## src/rtl/spi_pkg.sv

```systemverilog
// Shared types and default widths for the mode-0 SPI slave frame controller.
package spi_pkg;

  localparam int ADDR_W_DEF = 7;
  localparam int DATA_W_DEF = 8;
  localparam int CNT_W_DEF  = 4;

  localparam logic RW_READ  = 1'b1;
  localparam logic RW_WRITE = 1'b0;

  typedef enum logic [2:0] {
    ST_IDLE,
    ST_GET_CMD,
    ST_READ_WAIT,
    ST_READ_SHIFT,
    ST_WRITE_SHIFT,
    ST_WRITE_COMMIT,
    ST_DONE
  } spi_state_t;

endpackage

```

## src/rtl/spi_slave_ctrl_if.sv

```systemverilog
// Conditioned SPI pin events plus the external memory port of the SPI slave controller.
interface spi_slave_ctrl_if
  import spi_pkg::*;
#(
  parameter int ADDR_W = ADDR_W_DEF,
  parameter int DATA_W = DATA_W_DEF
);

  logic              cs_n;
  logic              sclk_posedge;
  logic              sclk_negedge;
  logic              mosi;
  logic [DATA_W-1:0] mem_rdata;
  logic [ADDR_W-1:0] mem_addr;
  logic [DATA_W-1:0] mem_wdata;
  logic              mem_we;
  logic              miso;
  logic              miso_oe;

  modport slave (
    input  cs_n, sclk_posedge, sclk_negedge, mosi, mem_rdata,
    output mem_addr, mem_wdata, mem_we, miso, miso_oe
  );

  modport master (
    output cs_n, sclk_posedge, sclk_negedge, mosi, mem_rdata,
    input  mem_addr, mem_wdata, mem_we, miso, miso_oe
  );

endinterface

```

## src/rtl/spi_shiftreg.sv

```systemverilog
// SPI data shift register: parallel load, shift-in on SCLK rise, shift-out on SCLK fall, MSB out.
module spi_shiftreg #(
  parameter int DATA_W = 8
) (
  input  logic              clk,
  input  logic              reset,
  input  logic              load,
  input  logic              shift_in,
  input  logic              shift_out,
  input  logic              serial_in,
  input  logic [DATA_W-1:0] load_data,
  output logic [DATA_W-1:0] q,
  output logic              msb
);

  // NOTE: sequential state uses non-blocking assignments so every flop samples pre-edge values.
  always_ff @(posedge clk or posedge reset) begin
    if (reset) begin
      q <= '0;
    end else if (load) begin
      q <= load_data;
    end else if (shift_in) begin
      q <= {q[DATA_W-2:0], serial_in};
    end else if (shift_out) begin
      q <= {q[DATA_W-2:0], 1'b0};
    end
  end

  assign msb = q[DATA_W-1];

endmodule

```

## src/rtl/spi_slave_ctrl.sv

```systemverilog
// Mode-0 SPI slave frame controller: command capture, read/write sequencing, single-cycle memory access.
// Define SPI_AUTOINC_EN to turn the post-byte DONE state into an address-incrementing burst.
module spi_slave_ctrl
  import spi_pkg::*;
#(
  parameter int ADDR_W = ADDR_W_DEF,
  parameter int DATA_W = DATA_W_DEF,
  parameter int CNT_W  = CNT_W_DEF
) (
  input logic             clk,
  input logic             reset,
  spi_slave_ctrl_if.slave bus
);

  spi_state_t        state;
  logic [CNT_W-1:0]  cnt;
  logic [ADDR_W-1:0] addr;
  logic              mem_we_q;
  logic              miso_oe_q;
  logic [DATA_W-1:0] sr_q;
  logic              sr_msb;
  logic              sr_load;
  logic              sr_shift_in;
  logic              sr_shift_out;

  // A deasserted CS swallows any coincident SCLK pulse; a rise beats a simultaneous fall.
  logic pos_ev;
  logic neg_ev;
  logic last_bit;

  assign pos_ev   = bus.sclk_posedge & ~bus.cs_n;
  assign neg_ev   = bus.sclk_negedge & ~bus.sclk_posedge & ~bus.cs_n;
  assign last_bit = (cnt == CNT_W'(DATA_W - 1));

  // NOTE: every always_comb output gets a default first so no latch is inferred.
  always_comb begin
    sr_load      = 1'b0;
    sr_shift_in  = 1'b0;
    sr_shift_out = 1'b0;
    case (state)
      ST_GET_CMD, ST_WRITE_SHIFT: sr_shift_in  = pos_ev;
      ST_READ_WAIT:               sr_load      = neg_ev;
      ST_READ_SHIFT:              sr_shift_out = neg_ev;
      default: ;
    endcase
  end

  spi_shiftreg #(.DATA_W(DATA_W)) u_sr (
    .clk       (clk),
    .reset     (reset),
    .load      (sr_load),
    .shift_in  (sr_shift_in),
    .shift_out (sr_shift_out),
    .serial_in (bus.mosi),
    .load_data (bus.mem_rdata),
    .q         (sr_q),
    .msb       (sr_msb)
  );

  always_ff @(posedge clk or posedge reset) begin
    if (reset) begin
      state     <= ST_IDLE;
      cnt       <= '0;
      addr      <= '0;
      mem_we_q  <= 1'b0;
      miso_oe_q <= 1'b0;
    end else begin
      mem_we_q <= 1'b0;
      if (bus.cs_n) begin
        state     <= ST_IDLE;
        cnt       <= '0;
        miso_oe_q <= 1'b0;
      end else begin
        case (state)
          ST_IDLE: begin
            cnt   <= '0;
            state <= ST_GET_CMD;
          end
          ST_GET_CMD: begin
            if (pos_ev) begin
              if (last_bit) begin
                // The address is the seven bits already shifted in; live mosi is the R/W flag.
                addr  <= sr_q[DATA_W-2:0];
                cnt   <= '0;
                state <= (bus.mosi == RW_READ) ? ST_READ_WAIT : ST_WRITE_SHIFT;
              end else begin
                cnt <= cnt + CNT_W'(1);
              end
            end
          end
          ST_READ_WAIT: begin
            if (neg_ev) begin
              miso_oe_q <= 1'b1;
              state     <= ST_READ_SHIFT;
            end
          end
          ST_READ_SHIFT: begin
            if (pos_ev) begin
              if (last_bit) begin
                miso_oe_q <= 1'b0;
                cnt       <= '0;
`ifdef SPI_AUTOINC_EN
                addr      <= addr + ADDR_W'(1);
                state     <= ST_READ_WAIT;
`else
                state     <= ST_DONE;
`endif
              end else begin
                cnt <= cnt + CNT_W'(1);
              end
            end
          end
          ST_WRITE_SHIFT: begin
            if (pos_ev) begin
              if (last_bit) begin
                cnt      <= '0;
                mem_we_q <= 1'b1;
                state    <= ST_WRITE_COMMIT;
              end else begin
                cnt <= cnt + CNT_W'(1);
              end
            end
          end
          ST_WRITE_COMMIT: begin
`ifdef SPI_AUTOINC_EN
            addr  <= addr + ADDR_W'(1);
            cnt   <= '0;
            state <= ST_WRITE_SHIFT;
`else
            state <= ST_DONE;
`endif
          end
          ST_DONE: ;
          default: state <= ST_IDLE;
        endcase
      end
    end
  end

  assign bus.mem_addr  = addr;
  assign bus.mem_wdata = sr_q;
  assign bus.mem_we    = mem_we_q;
  assign bus.miso      = sr_msb;
  assign bus.miso_oe   = miso_oe_q;

endmodule
```

## src/flat_wrapper.sv

```systemverilog
// flat-port wrapper written by rule: the top's interface ports become plain ports
module spi_slave_ctrl_flat import spi_pkg::*;
#(
  parameter int ADDR_W = ADDR_W_DEF,
  parameter int DATA_W = DATA_W_DEF,
  parameter int CNT_W  = CNT_W_DEF
)
  (clk, reset, bus_cs_n, bus_sclk_posedge, bus_sclk_negedge, bus_mosi, bus_mem_rdata, bus_mem_addr, bus_mem_wdata, bus_mem_we, bus_miso, bus_miso_oe);
  spi_slave_ctrl_if #(.ADDR_W(ADDR_W), .DATA_W(DATA_W)) bus_i ();
  input logic clk;
  input logic reset;
  input wire logic [$bits(bus_i.cs_n)-1:0] bus_cs_n;
  input wire logic [$bits(bus_i.sclk_posedge)-1:0] bus_sclk_posedge;
  input wire logic [$bits(bus_i.sclk_negedge)-1:0] bus_sclk_negedge;
  input wire logic [$bits(bus_i.mosi)-1:0] bus_mosi;
  input wire logic [$bits(bus_i.mem_rdata)-1:0] bus_mem_rdata;
  output wire logic [$bits(bus_i.mem_addr)-1:0] bus_mem_addr;
  output wire logic [$bits(bus_i.mem_wdata)-1:0] bus_mem_wdata;
  output wire logic [$bits(bus_i.mem_we)-1:0] bus_mem_we;
  output wire logic [$bits(bus_i.miso)-1:0] bus_miso;
  output wire logic [$bits(bus_i.miso_oe)-1:0] bus_miso_oe;
  assign bus_i.cs_n = bus_cs_n;
  assign bus_i.sclk_posedge = bus_sclk_posedge;
  assign bus_i.sclk_negedge = bus_sclk_negedge;
  assign bus_i.mosi = bus_mosi;
  assign bus_i.mem_rdata = bus_mem_rdata;
  assign bus_mem_addr = bus_i.mem_addr;
  assign bus_mem_wdata = bus_i.mem_wdata;
  assign bus_mem_we = bus_i.mem_we;
  assign bus_miso = bus_i.miso;
  assign bus_miso_oe = bus_i.miso_oe;
  spi_slave_ctrl #(.ADDR_W(ADDR_W), .DATA_W(DATA_W), .CNT_W(CNT_W)) u_core (.clk(clk), .reset(reset), .bus(bus_i));
endmodule
```

## config.mk

```make
export PLATFORM = sky130hd
export DESIGN_NAME = spi_slave_ctrl_flat
export DESIGN_NICKNAME = d
export VERILOG_FILES = /design/src/rtl/spi_pkg.sv /design/src/rtl/spi_slave_ctrl_if.sv /design/src/rtl/spi_shiftreg.sv /design/src/rtl/spi_slave_ctrl.sv /design/src/flat_wrapper.sv
export SDC_FILE = /design/constraint.sdc
export NUM_CORES = 1
export LEC_CHECK = 0
export ABC_AREA = 1
export BUFFER_PORTS_ARGS = -buffer_cell sky130_fd_sc_hd__buf_4
export CAP_MARGIN = 20
export CORE_AREA = 10 10 65 67
export DETAILED_ROUTE_END_ITERATION = 10
export DIE_AREA = 0 0 75 77
export PLACE_DENSITY = 0.71
export SKIP_CTS_REPAIR_TIMING = 1
export SLEW_MARGIN = 40
export SYNTH_ARGS = -nofsm -noshare
export SYNTH_HDL_FRONTEND = slang
export SYNTH_SLANG_ARGS = --single-unit
```

## constraint.sdc

```tcl
create_clock -name clk -period 3.27 [get_ports clk]
set_input_delay 0 -clock clk [delete_from_list [all_inputs] [get_ports clk]]
set_output_delay 0 -clock clk [all_outputs]
set_load 0.05 [all_outputs]
```

==> results.cfg <==
[timing]
fin_crit_ns = 1.872
finalCritPeriodShare_pct = 57.23
worst_slew_pin_slew_ns = 0.4927
tns_ns = 0
hold_viol = 0
rsz0062_at_grt = no
max_clock_freq_ghz = 0.5343
skew_ns = 0.002565
relSlewSlack_pct = 67.11
setup_viol = 0
whs_ns = 0.007800
finalMaxSlewViolations = 0

[global_route]
grtUsageMet2_pct = 16.57
grt-busiest-layer = met2
overflow = 0
antenna_found_initial = 0
grt_max_degree = 25
grtUsageTotal_pct = 10.73
grt_pass1_vias = 1114
grt_util_met3_pct = 3.346
met1_usage_pct = 13.37
grt_first_pass_wirelength_um = 5016

[route]
drtPass1Iterations = 4
drtIter0Drc = 87
routed_wirelength_um = 3225
wire_per_inst_um = 13.16
postRouteAntennaNets = 0
vias_per_cell = 5.078
vias = 1244
drc = 0

[hold_path]
holdPathEnd = u_core.state[0]
hp-start = bus_cs_n
hold_path.class = in -> reg
hold_depth = 4

[setup_path]
cpMostUsedCell = nand2_2
critical_path.startpoint = u_core.state[0]
critPathCaptureType = register
critPathTopFamily = simple AND/OR/NAND/NOR gates
worst-r2r-cell-count = 7
crit_fanout = 10
worst-path-buf-inv = 1
cpPeakStageDelay_ns = 0.55
critical_path_class = reg -> reg
startpoint_type = register
r2r-start = u_core.state[0]
worstPathArrival_ns = 2.09
critical_path.slowest_cell = dlygate4sd3_1
rr_endpoint = u_core.u_sr.q[0]
r2r_slack_ns = 1.40
cp.required_ns = 3.48
path_cells = nor2_2, nand2_2, nand2_2, nand2_2, nand3_1, o211ai_1, dlygate4sd3_1

[floorplan]
die-height_um = 77
die_x_um = 75
core_region_area_um2 = 2978
start_util_pct = 47.27
rows = 20
dieArea_um2 = 5775
io_pins = 32

[yosys]
yosysSeqAreaShare_pct = 42.67
yosysWarnings = 0
yosysUniqueCellTypes = 27
async_reset_ff_share_pct = 100.0
syn-num-nets = 188
syn_area_um2 = 1408
ys.flop_type = dfrtp_1
syn_avg_cell_area_um2 = 8.136
syn_inst = 173
ys_seq_elements = 24
synth_edf_count = 0

[finish]
final_layout_size_suffix_gt1_share_pct = 30.19
mostFrequentLayoutCells = 48 x nand2_1, 31 x buf_4, 24 x dfrtp_1
layout_commonest_cell = nand2_1
fin_nets = 228
area_delta_synth_final_pct = 24.71
antennaDiodeCount = 0

[placement]
dp_hpwl_um = 2433
io_buffers = 31
gp_congestion = 0.9053

[status]
run_status = complete, no violations

[cts]
cts.reportedPaths.clkPinSlew_ns = 0.13
cts_buffers = 3
numClockSinks = 24
clockBufferDepth = 2
cts_tree = yes
clk_latency_ns = 0.31
htree_levels = 1
cts_root_buffer = clkbuf_4

[pwr]
power.leakage_nw = 0.9603
powerDensity_nw_per_um2 = 694.1
ir_drop_v = 0.0002582
power_w = 0.001219

[flow_run]
max_cap_violations = 0
## Yosys cell counts, types with 2 or more instances
master / count / area [µm²]
o211ai_2: 6 / 75.07
nand4_1: 2 / 12.51
nor2_1: 10 / 37.54
nand3_2: 2 / 20.02
dfrtp_1: 24 / 600.6
nor3_1: 3 / 15.01
nand3_1: 15 / 75.07
buf_4: 2 / 15.01
o21ai_0: 3 / 15.01
o21ai_2: 3 / 26.28
nand2_1: 48 / 180.2
buf_6: 2 / 22.52
inv_2: 5 / 18.77
nand2_2: 4 / 25.02
nor2_2: 3 / 18.77
o21ai_1: 13 / 65.06
nand2_4: 2 / 22.52
inv_1: 17 / 63.81
## per-stage QoR
stage | cells | util (%) | instance area [µm²] | setup WS, ns
after floorplan | 173 | - | 1408 | 1.916
after global placement | 231 | 54.37 | 1619 | 1.794
after detailed placement | 231 | 54.37 | 1619 | 1.736
after CTS | 235 | 55.59 | 1655 | 1.711
after global routing | 245 | 58.95 | 1755 | 1.273
final | 245 | 58.95 | 1755 | 1.398
## how the worst max path moves through the flow
stage	depth (start not counted)	to	slack (ns)
6_report	7	u_core.u_sr.q[0]	1.40
5_1_grt	7	u_core.u_sr.q[0]	1.27
4_1_cts	8	u_core.state[1]	1.71
3_5_place_dp	8	u_core.state[1]	1.74
3_3_place_gp	9	u_core.cnt[1]	1.79
2_1_floorplan	7	u_core.bus.mem_addr[1]	1.92
## cells by family (layout without fill, tap and decap cells)
kind of cell,count (synthesis),count (layout),synth area share (%)
buffers and inverters,28,67,10.31
xor gates and xnor gates,1,1,0.6223
adders and majority gates,1,1,0.8887
and+or+nand+nor,91,91,30.58
AOI/OAI and AO/OA,28,28,14.93
DFF,24,24,42.67
## per-layer routing
| metal | vias up | wire length (µm) | part of all wire [%] |
|---|---|---|---|
| met5 | - | 0 | 0 |
| met4 | 0 | 10 | 0.31 |
| met3 | 2 | 245 | 7.6 |
| met2 | 49 | 1491 | 46 |
| met1 | 551 | 1477 | 46 |
| li1 | 642 | - | - |
## worst min-delay path: stages
cell and delay [ns]:
buf_4 0.12, nor3_1 0.05, nand3_1 0.07, nand2_1 0.05
## flip-flops by register name (all words and copies together) (netlist names)
name / count
u_core.state: 3
u_core.bus.mem_addr: 7
u_core.u_sr.q: 8
u_core.bus.mem_we: 1
u_core.cnt: 4
u_core.bus.miso_oe: 1
## cell type report
cell class                 instances  area [µm²]
fill                             272        1222
sequential                        24       600.6
multi-input combinational        121       661.9
clock buffer                       4       36.28
tap                               33       41.29
timing repair buffer              41       332.8
inverter                          22       82.58
## where the power goes
group | switching, W | leakage, nW | total [W] | internal, W
Clock | 0.0000891 | 0.0210 | 0.000157 | 0.0000680
Combinational | 0.000425 | 0.617 | 0.000629 | 0.000204
Sequential | 0.0000719 | 0.323 | 0.000433 | 0.000361
Total | 0.000586 | 0.960 | 0.00122 | 0.000633
Power figures use the tool's default switching activity.
